File: src/rtl/cvxif_mac_nlane_pipe.sv
`default_nettype none
// ============================================================================
//  Module      : cvxif_mac_nlane_pipe
//  Description : N-lane packed dot-product / MAC coprocessor datapath for the
//                CV-X-IF. The operand stage registers the per-lane products.
//                The sum stage reduces them, updates the accumulator and
//                pushes into an in-order result FIFO with credit-based
//                backpressure.
//  Revision    : 1.0 - initial release
// ============================================================================
module cvxif_mac_nlane_pipe #(
    parameter int XLEN       = 32,
    parameter int EW         = 8,
    parameter int FIFO_DEPTH = 4,
    parameter int ID_W       = 3
) (
    input  logic            clk_i,
    input  logic            rst_ni,
    input  logic            in_valid_i,
    output logic            in_ready_o,
    input  logic [ID_W-1:0] in_id_i,
    input  logic [4:0]      in_rd_i,
    input  logic [1:0]      in_op_i,
    input  logic [XLEN-1:0] in_rs1_i,
    input  logic [XLEN-1:0] in_rs2_i,
    input  logic            flush_i,
    output logic            out_valid_o,
    input  logic            out_ready_i,
    output logic [ID_W-1:0] out_id_o,
    output logic [4:0]      out_rd_o,
    output logic [XLEN-1:0] out_data_o,
    output logic            out_we_o,
    output logic            busy_o
);

    // ------------------------------------------------------------------
    // Derived constants
    // ------------------------------------------------------------------
    localparam int LANES   = XLEN / EW;
    localparam int PEW     = 2 * EW;                 // product width per lane
    localparam int PW      = $clog2(FIFO_DEPTH);     // FIFO pointer width
    localparam int CW      = PW + 1;                 // FIFO count width (holds DEPTH)
    localparam int ENTRY_W = ID_W + 5 + XLEN;        // {id, rd, data}

    localparam logic [1:0] OP_DOTU  = 2'd0;
    localparam logic [1:0] OP_DOTS  = 2'd1;
    localparam logic [1:0] OP_MACS  = 2'd2;
    localparam logic [1:0] OP_ACCRD = 2'd3;

    // ------------------------------------------------------------------
    // Elaboration-time parameter sanity checks
    // ------------------------------------------------------------------
    generate
        if ((XLEN % EW) != 0) begin : g_bad_ew
            $error("cvxif_mac_nlane_pipe: XLEN must be a multiple of EW");
        end
        if ((FIFO_DEPTH < 2) || ((FIFO_DEPTH & (FIFO_DEPTH - 1)) != 0)) begin : g_bad_depth
            $error("cvxif_mac_nlane_pipe: FIFO_DEPTH must be a power of 2 and >= 2");
        end
    endgenerate

    // ------------------------------------------------------------------
    // Issue handshake
    // ------------------------------------------------------------------
    logic            accept;
    logic            in_signed;
    logic [CW:0]     inflight;
    logic [CW-1:0]   fifo_count;
    logic            s1_v;

    // Credit counts what is already committed to the FIFO: queued entries
    // plus the op sitting in the operand stage. A pop in the same cycle is
    // deliberately ignored so out_ready_i never reaches in_ready_o.
    assign inflight   = {1'b0, fifo_count} + (CW + 1)'(s1_v);
    assign in_ready_o = rst_ni & ~flush_i & (inflight < (CW + 1)'(FIFO_DEPTH));
    assign accept     = in_valid_i & in_ready_o;
    assign in_signed  = (in_op_i != OP_DOTU);

    // ------------------------------------------------------------------
    // Per-lane products (extended to 2*EW, so the low 2*EW bits of the
    // product are exact for both signed and unsigned elements)
    // ------------------------------------------------------------------
    logic [LANES*PEW-1:0] prod_in;

    generate
        for (genvar k = 0; k < LANES; k++) begin : g_lane
            logic [PEW-1:0] a_ext;
            logic [PEW-1:0] b_ext;
            assign a_ext = {{EW{in_signed & in_rs1_i[k*EW + EW - 1]}}, in_rs1_i[k*EW +: EW]};
            assign b_ext = {{EW{in_signed & in_rs2_i[k*EW + EW - 1]}}, in_rs2_i[k*EW +: EW]};
            assign prod_in[k*PEW +: PEW] = a_ext * b_ext;
        end
    endgenerate

    // ------------------------------------------------------------------
    // Operand stage (S1)
    // ------------------------------------------------------------------
    logic [1:0]           s1_op;
    logic [ID_W-1:0]      s1_id;
    logic [4:0]           s1_rd;
    logic [LANES*PEW-1:0] s1_prod;

    // Valid bit: reset and flush both drop the op held in S1.
    always_ff @(posedge clk_i) begin
        if (!rst_ni) begin
            s1_v <= 1'b0;
        end else if (flush_i) begin
            s1_v <= 1'b0;
        end else begin
            s1_v <= accept;
        end
    end

    // Payload: captured only on an accepted instruction.
    always_ff @(posedge clk_i) begin
        if (!rst_ni) begin
            s1_op   <= OP_DOTU;
            s1_id   <= '0;
            s1_rd   <= '0;
            s1_prod <= '0;
        end else if (accept) begin
            s1_op   <= in_op_i;
            s1_id   <= in_id_i;
            s1_rd   <= in_rd_i;
            s1_prod <= prod_in;
        end
    end

    // ------------------------------------------------------------------
    // Sum stage (S2): combinational on S1, commits at the following edge
    // straight into the accumulator and the FIFO, so its occupancy is the
    // S1 valid bit and it is already counted in the credit above.
    // ------------------------------------------------------------------
    logic            s1_signed;
    logic [XLEN-1:0] prod_ext [LANES];
    logic [XLEN-1:0] lane_sum;
    logic [XLEN-1:0] acc;
    logic [XLEN-1:0] acc_next;
    logic [XLEN-1:0] result;

    assign s1_signed = (s1_op != OP_DOTU);

    generate
        for (genvar k = 0; k < LANES; k++) begin : g_ext
            logic [PEW-1:0] p;
            assign p = s1_prod[k*PEW +: PEW];
            if (PEW < XLEN) begin : g_widen
                assign prod_ext[k] = {{(XLEN - PEW){s1_signed & p[PEW-1]}}, p};
            end else if (PEW == XLEN) begin : g_same
                assign prod_ext[k] = p;
            end else begin : g_trunc
                assign prod_ext[k] = p[XLEN-1:0];
            end
        end
    endgenerate

    // Reduce the extended lane products modulo 2^XLEN.
    always_comb begin
        lane_sum = '0;
        for (int k = 0; k < LANES; k++) begin
            lane_sum = lane_sum + prod_ext[k];
        end
    end

    // Result selection and accumulator next value per opcode.
    always_comb begin
        result   = lane_sum;
        acc_next = acc;
        case (s1_op)
            OP_MACS: begin
                acc_next = acc + lane_sum;
                result   = acc + lane_sum;
            end
            OP_ACCRD: begin
                acc_next = '0;
                result   = acc;
            end
            default: begin
                result   = lane_sum;
                acc_next = acc;
            end
        endcase
    end

    // Accumulator: updated in program order by S2; flushed ops leave it alone.
    always_ff @(posedge clk_i) begin
        if (!rst_ni) begin
            acc <= '0;
        end else if (s1_v && !flush_i) begin
            acc <= acc_next;
        end
    end

    // ------------------------------------------------------------------
    // In-order result FIFO
    // ------------------------------------------------------------------
    logic [ENTRY_W-1:0] fifo_mem [FIFO_DEPTH];
    logic [PW-1:0]      wr_ptr;
    logic [PW-1:0]      rd_ptr;
    logic               push;
    logic               pop;
    logic [ENTRY_W-1:0] head;

    // The credit check guarantees there is room whenever S1 is valid.
    assign push = s1_v & ~flush_i;
    assign pop  = (fifo_count != '0) & out_ready_i;

    // Storage: written at the tail, no reset needed since reads are gated.
    always_ff @(posedge clk_i) begin
        if (push) begin
            fifo_mem[wr_ptr] <= {s1_id, s1_rd, result};
        end
    end

    // Pointers and occupancy; flush and reset empty the queue.
    always_ff @(posedge clk_i) begin
        if (!rst_ni) begin
            wr_ptr     <= '0;
            rd_ptr     <= '0;
            fifo_count <= '0;
        end else if (flush_i) begin
            wr_ptr     <= '0;
            rd_ptr     <= '0;
            fifo_count <= '0;
        end else begin
            if (push) begin
                wr_ptr <= wr_ptr + PW'(1);
            end
            if (pop) begin
                rd_ptr <= rd_ptr + PW'(1);
            end
            case ({push, pop})
                2'b10:   fifo_count <= fifo_count + CW'(1);
                2'b01:   fifo_count <= fifo_count - CW'(1);
                default: fifo_count <= fifo_count;
            endcase
        end
    end

    // ------------------------------------------------------------------
    // Result channel, driven from the FIFO head and zeroed while empty
    // ------------------------------------------------------------------
    assign head        = fifo_mem[rd_ptr];
    assign out_valid_o = (fifo_count != '0);
    assign out_we_o    = out_valid_o;
    assign out_id_o    = out_valid_o ? head[ENTRY_W-1 -: ID_W] : '0;
    assign out_rd_o    = out_valid_o ? head[XLEN +: 5]         : '0;
    assign out_data_o  = out_valid_o ? head[XLEN-1:0]          : '0;
    assign busy_o      = s1_v | out_valid_o;

endmodule
`default_nettype wire

File: config.mk
export PLATFORM = sky130hd
export DESIGN_NAME = cvxif_mac_nlane_pipe
export DESIGN_NICKNAME = d
export VERILOG_FILES = /design/src/rtl/cvxif_mac_nlane_pipe.sv
export SDC_FILE = /design/constraint.sdc
export NUM_CORES = 1
export LEC_CHECK = 0
export ABC_AREA = 1
export BUFFER_PORTS_ARGS = -buffer_cell sky130_fd_sc_hd__buf_2
export CAP_MARGIN = 0
export CORE_MARGIN = 8
export CORE_UTILIZATION = 50
export CTS_CLUSTER_SIZE = 30
export DETAILED_ROUTE_END_ITERATION = 7
export GPL_TIMING_DRIVEN = 0
export PLACE_DENSITY = 0.67
export SLEW_MARGIN = 30
export SYNTH_ARGS = -nofsm -noshare
export SYNTH_HDL_FRONTEND = slang
export SYNTH_SLANG_ARGS = --single-unit
File: constraint.sdc
create_clock -name clk_i -period 6.54 [get_ports clk_i]
set_input_delay 0.981 -clock clk_i [delete_from_list [all_inputs] [get_ports clk_i]]
set_output_delay 0.981 -clock clk_i [all_outputs]
set_load 0.005 [all_outputs]
=== Word-level counts from Yosys, hierarchy flattened ===
Memory sizes are Yosys's and may differ from the RTL's. A register that Yosys moved wholly into a read port is not among the register bits.
Index checks and enable logic that the tools add are counted.

* Add/sub/neg operators: 9
* Equal/unequal tests: 4
* $lt $le $gt $ge: 1
* Bitwise logic cells: 20
* Reduce and logical (&&, ||, !) cells: 9
* Shifts and indexed selects: 0
* Divide/modulo/power cells: 0
* $mul: 4
* Muxes and demuxes: 10

{| class="wikitable"
|+ Operators by type and width
! cell !! count
|-
| $pmux 32 s2 || 2
|-
| $mul 9x9->16 || 4
|-
| $add 32x32->32 || 1
|-
| $mux 32 || 1
|-
| $add 19x17->20 || 1
|-
| $add 18x17->19 || 1
|-
| $add 17x17->18 || 1
|-
| $and 1x1->1 || 17
|-
| $reduce_bool 2->1 || 4
|-
| $eq 2x2->1 const B || 3
|-
| $pmux 3 s2 || 1
|-
| $mux 5 || 1
|-
| $add 2x1->2 const B || 2
|-
| $add 3x1->4 || 1
|-
| $lt 4x3->1 const B || 1
|-
| $mux 2 || 2
|-
| $add 3x1->3 const B || 1
|-
| $mux 3 || 1
|-
| $reduce_bool 3->1 || 1
|-
| $sub 3x1->3 const B || 1
|-
| $eq 2x1->1 const B || 1
|-
| $mux 1 || 2
|-
| $not 1->1 || 2
|-
| $reduce_and 2->1 || 1
|-
| 4 further kinds || 4
|}

* Bits of input ports: 79
* Output and inout bits: 44
* Bits in registers: 114
* Word-level logic and storage cells: 67
* ROM bits: 0
* Bits in latches: 0
* Memories: 1
* Bits in writable memories: 160

{| class="wikitable"
|+ Memories
! name !! depth !! bits a word !! read ports !! clocked after memory_dff !! write ports !! RTL line !! source
|-
| fifo_mem || 4 || 40 || 1 || 1 || 1 || 197 || <nowiki>logic [ENTRY_W-1:0] fifo_mem [FIFO_DEPTH];</nowiki>
|}

=== Depth between registers and ports, before layout ===
* Depth after elaboration: 7
* Gate-level depth with buffers: 28
* Mapped depth without buffers: 28

=== Least setup slack after synthesis ===
Ideal clock, no wire load.

* Kind: input to register
* Start point: input in_op_i[1]
* End point: register s1_prod[29]
* Setup time: 0.115 ns
* Setup slack: 0.877 ns
* Path buffers: 2
* Data required time: 6.425 ns
* Data arrival time: 5.548 ns
* Cell stages on the path: 22
* Cell sequence: nor2_4 -> buf_12 -> clkbuf_1 -> nor2_1 -> inv_1 -> fa_1 -> fa_1 -> inv_1 -> fa_1 -> fa_1 -> inv_1 -> fa_1 -> inv_1 -> ha_1 -> a21oi_1 -> nand2_1 -> a21oi_1 -> o21ai_0 -> a21oi_1 -> xnor2_1 -> o21ai_0 -> inv_1

* Word-level cells in the longest chain between the ends: 3
* Elaborated cells on any way between the ends: 4
* Those cells by class: 1 x mul; 2 x bitwise; 1 x reduce/logical

{| class="wikitable"
|+ Ends and longest elaborated chain
! what !! RTL line !! source
|-
| from (decl) || 23 || <nowiki>input logic [1:0] in_op_i,</nowiki>
|-
| $reduce_bool 2->1 * || 77 || <nowiki>assign in_signed = (in_op_i != OP_DOTU);</nowiki>
|-
| $and 1x1->1 (on tied branches) || 89, 90 ||
|-
| $mul 9x9->16 * || 91 || <nowiki>assign prod_in[k*PEW +: PEW] = a_ext * b_ext;</nowiki>
|-
| to (signal assigned) || 125 || <nowiki>s1_prod <= prod_in;</nowiki>
|-
| to (decl) || 101 || <nowiki>logic [LANES*PEW-1:0] s1_prod;</nowiki>
|}

Mark *: on every way between the ends. The rest lies on a longest branch, timed or not.
A chain may end at the register's enable or synchronous reset.

=== Worst setup path after layout ===
* Start point: input in_op_i[1]
* End point: register s1_prod[13]

The elaborated chain is that of the path after synthesis.

==> impl_metrics.py <==
metrics = {
    "routing": {
        "drtAntennaViolNets": 0,
        "wire_per_inst_um": 17.0,
        "drt_iter0_markers": 1337,
        "drc": 0,
        "routed_via_density": 5.31,
        "dr_total_vias": 21200,
        "drt_first_pass_iters": 5,
        "drt-total-wl_um": 67800,
    },
    "setup_path": {
        "crit_path_max_incr_delay_ns": 0.69,
        "crit_type": "in -> reg",
        "crit_top_cell": "fa_1",
        "cp.depth": 23,
        "reg2regPathDepth": 24,
        "endpoint_kind": "flip-flop",
        "cp.arrival_ns": 6.34,
        "crit_path_top_delay_cell": "clkbuf_1",
        "cp-startpoint": "in_op_i[1]",
        "ff2ff_setup_slack_ns": 1.00,
        "cp-start-kind": "input pin",
        "r2r-end": "fifo_mem[0][30]$_DFFE_PP_",
        "path_max_fanout": 10,
        "crit_end": "s1_prod[13]$_SDFFE_PN0P_",
        "crit_family": "adder cells",
        "required_ns": 6.99,
        "crit_chain": "buf_2 -> nor2_4 -> buf_12 -> clkbuf_1 -> nor2_1 -> fa_1 -> fa_1 -> inv_1 -> fa_1 -> inv_1 -> fa_1 -> ha_1 -> ha_1 -> a21oi_1 -> o21ai_0 -> a21oi_1 -> nor2_1 -> o21ai_0 -> nand2_1 -> nand2_1 -> nand3_1 -> o211ai_1 -> inv_1",
        "timing.rr.start": "s1_op[0]$_SDFFE_PN0P_",
        "path_buf_inv": 6,
    },
    "timing": {
        "hold_viol": 0,
        "relSlewSlack_pct": 39.2,
        "setup_viol": 0,
        "drv_slew": 0,
        "fin_crit_ns": 5.89,
        "fin_crit_sh_pct": 90.1,
        "fmax_mhz": 170,
        "worst_slack_ns": 0.651,
        "finClkSkew_ns": 0.0245,
        "tightest_slew_ns": 0.913,
        "finalSetupTns_ns": 0,
        "rsz0062_at_grt": "no",
    },
    "clock_network": {
        "clkTransAtPathRegs_ns": 0.06,
        "cts-resized-gates": 0,
        "cts_root_buf": "clkbuf_16",
        "cts_buffers": 28,
        "hold_buffers": 0,
        "post_cts_buffers": 0,
        "clock_tree.buffer_depth": 3,
        "h-tree-depth": 1,
        "cts.sinks": 276,
        "cts_tree": "yes",
        "clk_latency_ns": 0.56,
    },
    "global_route": {
        "antenna_found_initial": 0,
        "grt-ovfl-total": 0,
        "grt_max_degree": 19,
        "grt_first_pass_wirelength_um": 110000,
        "grt_usage_pct": 22.5,
        "grt_pass1_vias": 21800,
    },
    "yosys": {
        "synth_top_family_by_area": "adder cells",
        "netlist_instances": 3190,
        "synth-main-ff-cell": "edfxtp_1",
        "synth_xor_area_share_pct": 2.45,
        "synth-edff-count": 160,
        "ys_async_sr_fraction_pct": 0,
        "synthSimpleGateAreaFrac_pct": 17.7,
        "post-synth-top-area-fraction_pct": 22.2,
        "avgSynthCellArea_um2": 8.17,
        "syn_nets": 3749,
        "yosys.area.top_type": "fa_1",
        "ys_types": 54,
        "yosysMostFrequentCell": "inv_1",
        "synthAdderAreaFrac_pct": 31.4,
        "syn-cell-area_um2": 26100,
        "ys_top_cells_by_area": "fa_1, edfxtp_1, ha_1",
        "yosys_warnings": 0,
        "ys_ff_latch": 276,
        "yosys-top-cells-count": "inv_1, nand2_1, fa_1, nor2_1, a21oi_1",
        "synthMuxAreaShare_pct": 0,
        "synth-compound-area-share_pct": 9.72,
        "ys_seq_area_share_pct": 27.3,
    },
    "floorplan": {
        "dieArea_um2": 59700,
        "die_w_um": 244,
        "start_util_pct": 50.7,
        "io_pins": 123,
        "core.rowCount": 83,
        "dieHeight_um": 244,
        "core_um2": 51400,
    },
    "final_layout": {
        "layout-drive-gt1-share_pct": 6.05,
        "areaGrowthSynthToFinish_pct": 9.26,
        "final_core_util_pct": 55.4,
        "nets": 3845,
        "nFillCells": 4700,
        "fin_cells": 3988,
        "antenna_cells": 0,
    },
    "run_status": {
        "status": "finished, final reports clean",
    },
    "power_and_ir_drop": {
        "sw_frac_of_total_pct": 43.3,
        "cell_internal_pwr_uw": 4910,
        "p_switching_uw": 3760,
        "p_comb_share_pct": 56.8,
        "power.share.clock_pct": 20.5,
        "leakage_uw": 0.0137,
        "seqPwrFrac_pct": 22.7,
        "vdd_drop_max_mv": 0.190,
        "powerDensity_nw_per_um2": 304,
    },
    "placed_design": {
        "dp_slack_ns": -0.302,
        "gp_congestion": 0.916,
        "numPortBuffers": 58,
        "dp_hpwl_um": 54500,
        "dp_cells": 3936,
    },
    "flow_run": {
        "cap_violations": 0,
    },
    "min_path": {
        "min_path_type": "reg -> reg",
        "min_from": "s1_prod[48]$_SDFFE_PN0P_",
    },
}
## registers in the layout, summed over array words and instances, names as in the netlist, named ones only
name        count
s1_v            1
s1_id           3
acc            32
wr_ptr          2
fifo_mem      160
fifo_count      3
s1_rd           5
s1_prod        64
s1_op           2
rd_ptr          2
## through the flow
stage	instance area [µm²]	total power (µW)	hold slack, ns
after floorplan	26100	5750	0.436
after global placement	27200	6790	0.449
after detailed placement	27400	6900	0.469
after CTS	28500	8700	0.484
after global routing	28500	9500	0.505
final	28500	8670	0.483
## layer usage
metal | global-route usage [%] | share of wire, % | vias up
li1 | - | - | 10200
met1 | 28.0 | 41 | 10300
met2 | 40.8 | 51 | 576
met3 | 2.17 | 5.1 | 112
met4 | 7.17 | 3.2 | 0
met5 | 0 | 0 | -
## power by group through the flow
stage               Combinational, µW  Sequential [µW]  Clock, µW
CTS                              4940             1970       1800
global route                     5660             1970       1860
global placement                 4780             2010          0
detailed placement               4890             2010          0
floorplan                        3750             2000          0
finish                           4920             1970       1780
## worst min path at each step
stage,to,slack (ns),cells past startpoint
2_1_floorplan,flip-flop,0.44,2
3_3_place_gp,rd_ptr[1]$_SDFFE_PP0P_,0.45,2
3_5_place_dp,rd_ptr[0]$_SDFFE_PP0P_,0.47,1
4_1_cts,rd_ptr[0]$_SDFFE_PP0P_,0.48,1
5_1_grt,acc[4]$_SDFFE_PN0P_,0.50,2
6_report,s1_prod[48]$_SDFFE_PN0P_,0.48,2
## cell type report
| cell class | instances | area, µm² | share of cell area, % |
|---|---|---|---|
| buffer | 140 | 606 | 2.13 |
| clock buffer | 30 | 729 | 2.56 |
| clock inverter | 22 | 299 | 1.05 |
| inverter | 634 | 2380 | 8.36 |
| multi-input combinational | 2140 | 16000 | 56.1 |
| sequential | 276 | 7130 | 25.0 |
| tap | 680 | 851 | 2.99 |
| timing repair buffer | 66 | 498 | 1.75 |
## cells in the final DEF, fill, tap and decap left out, types with 116 or more instances in the layout
cell,n
dfxtp_1,116
edfxtp_1,160
nand2_1,615
nor2_1,265
a21oi_1,241
ha_1,191
fa_1,289
nand3_1,147
inv_1,626
o21ai_0,178
## logic make-up after synthesis
group                      Yosys count
adders and majority gates          480
DFF                                276
buffers and inverters              774
and+or+nand+nor                   1111
xor gates and xnor gates            72
AOI/OAI and AO/OA                  477
## worst reg2reg max path, cell delays in order, from the launching register on
cell and delay, ns:
dfxtp_1 0.57, o21ai_0 0.19, fa_1 0.54, fa_1 0.50, inv_1 0.05, ha_1 0.35
nand2_1 0.11, inv_1 0.04, nand2_1 0.05, nand2_1 0.05, a21oi_1 0.19, nand3_1 0.11
nand2_1 0.15, nand2_1 0.09, inv_1 0.44, ha_1 0.36, inv_1 0.08, o21ai_0 0.14
o21bai_1 0.23, a21oi_1 0.28, inv_1 0.07, a21oi_1 0.25, nand3_1 0.15, nand3_1 0.12
nand3_1 0.14
Power figures use the tool's default switching activity.
